`config.mk`:
```
export PLATFORM = sky130hd
export DESIGN_NAME = or_vector_seq
export DESIGN_NICKNAME = d
export VERILOG_FILES = /design/src/rtl/or_vector_seq.sv
export SDC_FILE = /design/constraint.sdc
export NUM_CORES = 1
export LEC_CHECK = 0
export CAP_MARGIN = 0
export CORE_UTILIZATION = 54
export DETAILED_ROUTE_END_ITERATION = 12
export PLACE_DENSITY = 0.94
export SYNTH_ARGS = -nofsm -noshare
export SYNTH_HDL_FRONTEND = slang
export SYNTH_SLANG_ARGS = --single-unit
```
`constraint.sdc`:
```
create_clock -name clk -period 4.4 [get_ports clk]
set_input_delay 0.44 -clock clk [delete_from_list [all_inputs] [get_ports clk]]
set_output_delay 0.44 -clock clk [all_outputs]
set_load 0.05 [all_outputs]
```
`src/rtl/or_vector_seq.sv`:
```
// or_vector_seq: stimulus/check sequencer for a WIDTH-input OR gate.
// Walks vec_out through 0 .. 2**WIDTH-1. Each vector is held for SETTLE cycles,
// sampled for one cycle and then held for DWELL cycles. The sampled gate output
// is compared against the OR of the vector, and mismatches are counted in err_cnt.
// Optional build macro OR_SEQ_HALT_EN: stop the run at the first mismatch,
// leaving vec_out on the failing vector.
module or_vector_seq #(
  parameter int WIDTH  = 2,
  parameter int SETTLE = 3,
  parameter int DWELL  = 16
) (
  input  logic             clk,
  input  logic             rst_n,
  input  logic             start,
  output logic [WIDTH-1:0] vec_out,
  input  logic             gate_in,
  output logic             busy,
  output logic             sample_valid,
  output logic [WIDTH-1:0] sample_vec,
  output logic             sample_val,
  output logic [WIDTH:0]   err_cnt,
  output logic             done
);

  localparam int CNT_MAX = (SETTLE > DWELL) ? SETTLE : DWELL;
  localparam int CNT_W   = (CNT_MAX < 2) ? 1 : $clog2(CNT_MAX + 1);

  typedef enum logic [2:0] {
    S_IDLE,
    S_SETTLE,
    S_SAMPLE,
    S_HOLD,
    S_DONE
  } state_t;

  state_t           state_q;
  state_t           state_d;
  logic [CNT_W-1:0] cnt_q;
  logic             mismatch;
  logic             settle_end;
  logic             hold_end;
  logic             last_vec;

  // An X/Z on the gate output is treated as a failure, not as a match.
  function automatic logic is_mismatch(input logic [WIDTH-1:0] v, input logic g);
    return (g !== (|v));
  endfunction

  assign mismatch   = is_mismatch(vec_out, gate_in);
  assign settle_end = (cnt_q == CNT_W'(SETTLE - 1));
  assign hold_end   = (cnt_q == CNT_W'(DWELL - 1));
  assign last_vec   = &vec_out;

  // State register
  always_ff @(posedge clk or negedge rst_n) begin
    if (!rst_n) begin
      state_q <= S_IDLE;
    end else begin
      state_q <= state_d;
    end
  end

  // Next-state and status decode
  always_comb begin
    state_d      = state_q;
    busy         = 1'b0;
    sample_valid = 1'b0;
    done         = 1'b0;
    case (state_q)
      S_IDLE: begin
        if (start) state_d = S_SETTLE;
      end
      S_SETTLE: begin
        busy = 1'b1;
        if (settle_end) state_d = S_SAMPLE;
      end
      S_SAMPLE: begin
        busy         = 1'b1;
        sample_valid = 1'b1;
`ifdef OR_SEQ_HALT_EN
        if (mismatch || last_vec) state_d = S_DONE;
        else                      state_d = S_HOLD;
`else
        if (last_vec) state_d = S_DONE;
        else          state_d = S_HOLD;
`endif
      end
      S_HOLD: begin
        busy = 1'b1;
        if (hold_end) state_d = S_SETTLE;
      end
      S_DONE: begin
        done    = 1'b1;
        state_d = S_IDLE;
      end
      default: state_d = S_IDLE;
    endcase
  end

  assign sample_vec = vec_out;

  // Dwell counter: restarts on every state change, counts while a state is held
  always_ff @(posedge clk or negedge rst_n) begin
    if (!rst_n) begin
      cnt_q <= '0;
    end else if (state_d != state_q) begin
      cnt_q <= '0;
    end else if (state_q == S_SETTLE || state_q == S_HOLD) begin
      cnt_q <= cnt_q + 1'b1;
    end
  end

  // Vector register: cleared on accepted start, stepped at end of each hold, never wraps
  always_ff @(posedge clk or negedge rst_n) begin
    if (!rst_n) begin
      vec_out <= '0;
    end else if (state_q == S_IDLE && start) begin
      vec_out <= '0;
    end else if (state_q == S_HOLD && hold_end) begin
      vec_out <= vec_out + 1'b1;
    end
  end

  // Mismatch counter: 2**WIDTH vectors always fit in WIDTH+1 bits
  always_ff @(posedge clk or negedge rst_n) begin
    if (!rst_n) begin
      err_cnt <= '0;
    end else if (state_q == S_IDLE && start) begin
      err_cnt <= '0;
    end else if (state_q == S_SAMPLE && mismatch) begin
      err_cnt <= err_cnt + (WIDTH+1)'(1);
    end
  end

  // Captured gate output, visible the cycle after SAMPLE
  always_ff @(posedge clk or negedge rst_n) begin
    if (!rst_n) begin
      sample_val <= 1'b0;
    end else if (state_q == S_SAMPLE) begin
      sample_val <= gate_in;
    end
  end

endmodule

```
==> results_dict.tcl <==
set metrics [dict create \
    hold_path_depth 1 \
    p_per_area_mw_per_mm2 751 \
    p_leak_nw 0.462 \
    grt_max_degree 18 \
    finalPower_mw 0.735 \
    dieHeight_um 40.9 \
    synth_top_area_cell "dfrtp_1" \
    grtUsageTotal 0.219 \
    dieWidth_um 40.9 \
    first_pass_iters 4 \
    cts_buffer_depth 2 \
    syn_area_per_cell_um2 10.3 \
    rows 13 \
    reg2reg_to "cnt_q[1]" \
    path_clk_slew_ns 0.08 \
    clk_latency_ns 0.28 \
    tns_ns 0 \
    yosysUniqueCellTypes 32 \
    status "complete, no violations" \
    start_kind "register" \
    overflow 0 \
    cts.sinks 14 \
    fmax_ghz 0.387 \
    period_needed_ns 2.58 \
    io_buffers 14 \
    synth.cell_area_um2 816 \
    drc 0 \
    clockRootBuffer "clkbuf_4" \
    worstHoldStart "err_cnt[2]" \
    worst-path-max-fanout 17 \
    slowest_stage "clkdlybuf4s50_1" \
    synth_edf_count 0 \
    setup_ws_ns 1.82 \
    slew_headroom 0.593 \
    ys_ff_latch 14 \
    hold_violations 0 \
    synth_top_area_frac 0.429 \
    dieArea_mm2 0.00167 \
    cts_resized 0 \
    yosysSeqAreaShare 0.429 \
    crit_type "register to output port" \
    synthFlopType "dfrtp_1" \
    drt-initial-drc-count 10 \
    preCtsSetupSlack_ns 2.13 \
    numCtsBuffers 3 \
    pin_count 15 \
    critPathMaxStageDelay_ns 0.87 \
    finClkSkew_ns 0.00498 \
    wl_per_cell_um 13.6 \
    syn_to_final_growth_pct 19.9 \
    ys.warnings.count 0 \
    drive_gt1_frac 0.0978 \
    fill_cells 100 \
    dp_hpwl_mm 1.08 \
    ff2ff_setup_slack_ns 2.54 \
    worst_pin_slew_ns 0.608 \
    setup_viol 0 \
    reg2reg_depth 6 \
    syn_nets 89 \
    critical_path.endpoint_type "output port" \
    holdPathEnd "err_cnt[2]" \
    hold_path_class "register to register" \
    fin_crit_sh 0.587 \
    rsz0062_at_grt "false" \
    vdd_drop_max_mv 0.406 \
    routed_wl_mm 1.45 \
    vias 609 \
    postCtsSetupBuffers 0 \
    slew_violations 0 \
    initial_core_util 0.604 \
    most-common-layout-cells "dfrtp_1 (14), clkdlybuf4s50_1 (14), nor2_1 (10), inv_1 (6), ha_1 (6)" \
    hold_buffers 0 \
    vias_per_cell 5.69 \
    antenna_found_initial 0 \
    gp_congestion 0.852 \
    cts_tree "yes" \
    critPathTopFamily "buffers and inverters" \
    postSynthCellCount 79 \
    worst-path-buf-inv 1 \
    grt_pass1_vias 540 \
    ant_nets 0 \
    core_mm2 0.00135 \
    worst_ep_arrival_time_ns 2.14 \
    antennaDiodeCount 0 \
    nets 103 \
    grt_pass1_wl_mm 2.31 \
    synthArstFlopShare 1.00 \
    maxCapViolCount 0 \
    timing.rr.start "cnt_q[0]" \
    required_ns 3.96 \
    path_cells "nor3b_2, clkdlybuf4s50_1" \
    synthTopCellsByArea "dfrtp_1 (43%), ha_1 (9.2%), nor2_1 (4.6%), mux2i_1 (3.7%), or4b_4 (3.4%)" \
    h-tree-depth 1 \
]
-- registers in the layout, indices dropped and copies added (netlist names) --
register,cells
sample_vec,2
cnt_q,5
sample_val,1
state_q,3
err_cnt,3
-- routing by layer --
layer	part of all wire	up-vias	GRT usage
li1	-	298	-
met1	0.47	290	0.282
met2	0.47	19	0.332
met3	0.045	2	0.0815
met4	0.010	0	0.0750
met5	0	-	0
-- synth_stat cells (2+ instances only) --
master / count
dfrtp_1: 14
ha_1: 6
a211oi_1: 2
xnor2_1: 3
inv_1: 6
mux2i_1: 3
buf_2: 2
nor2b_1: 2
nand2_1: 5
and3_1: 2
buf_4: 3
nor2_1: 10
or4b_4: 2
-- cell families after synthesis --
family / count (synthesis) / synth area share
compound gates: 10 / 0.103
fa+ha+maj: 6 / 0.0920
simple gates: 30 / 0.215
xor+xnor: 4 / 0.0430
buf+inv: 11 / 0.0675
mux: 4 / 0.0506
flops: 14 / 0.429
-- cell type report --
cell class | count | area (um^2) | area share
Inverter | 6 | 22.5 | 0.0230
Sequential cell | 14 | 350 | 0.358
Tap cell | 15 | 18.8 | 0.0192
Clock buffer | 4 | 36.3 | 0.0371
Timing Repair Buffer | 14 | 140 | 0.143
Multi-Input combinational cell | 54 | 410 | 0.419
-- where the power goes --
group	internal, mW	total, mW	switching, mW
Combinational	0.157	0.390	0.233
Clock	0.0504	0.0918	0.0414
Sequential	0.183	0.253	0.0701
-- worst max-delay path by stage --
stage | startpoint | endpoint | cells past startpoint
global placement | state_q[0] | sample_valid | 2
global route | state_q[0] | sample_valid | 2
finish | state_q[0] | sample_valid | 2
CTS | state_q[0] | sample_valid | 2
detailed placement | state_q[0] | sample_valid | 2
floorplan | state_q[0] | done | 3
-- through the flow --
step                utilization  cell area (um^2)  cells  hold slack (ns)
floorplan                     -               816     79            0.144
global placement          0.698               942    103            0.460
detailed placement        0.698               942    103            0.483
CTS                       0.725               978    107            0.495
finish                    0.725               978    107            0.481
global route              0.725               978    107            0.518
(Power assumes the default switching activity.)
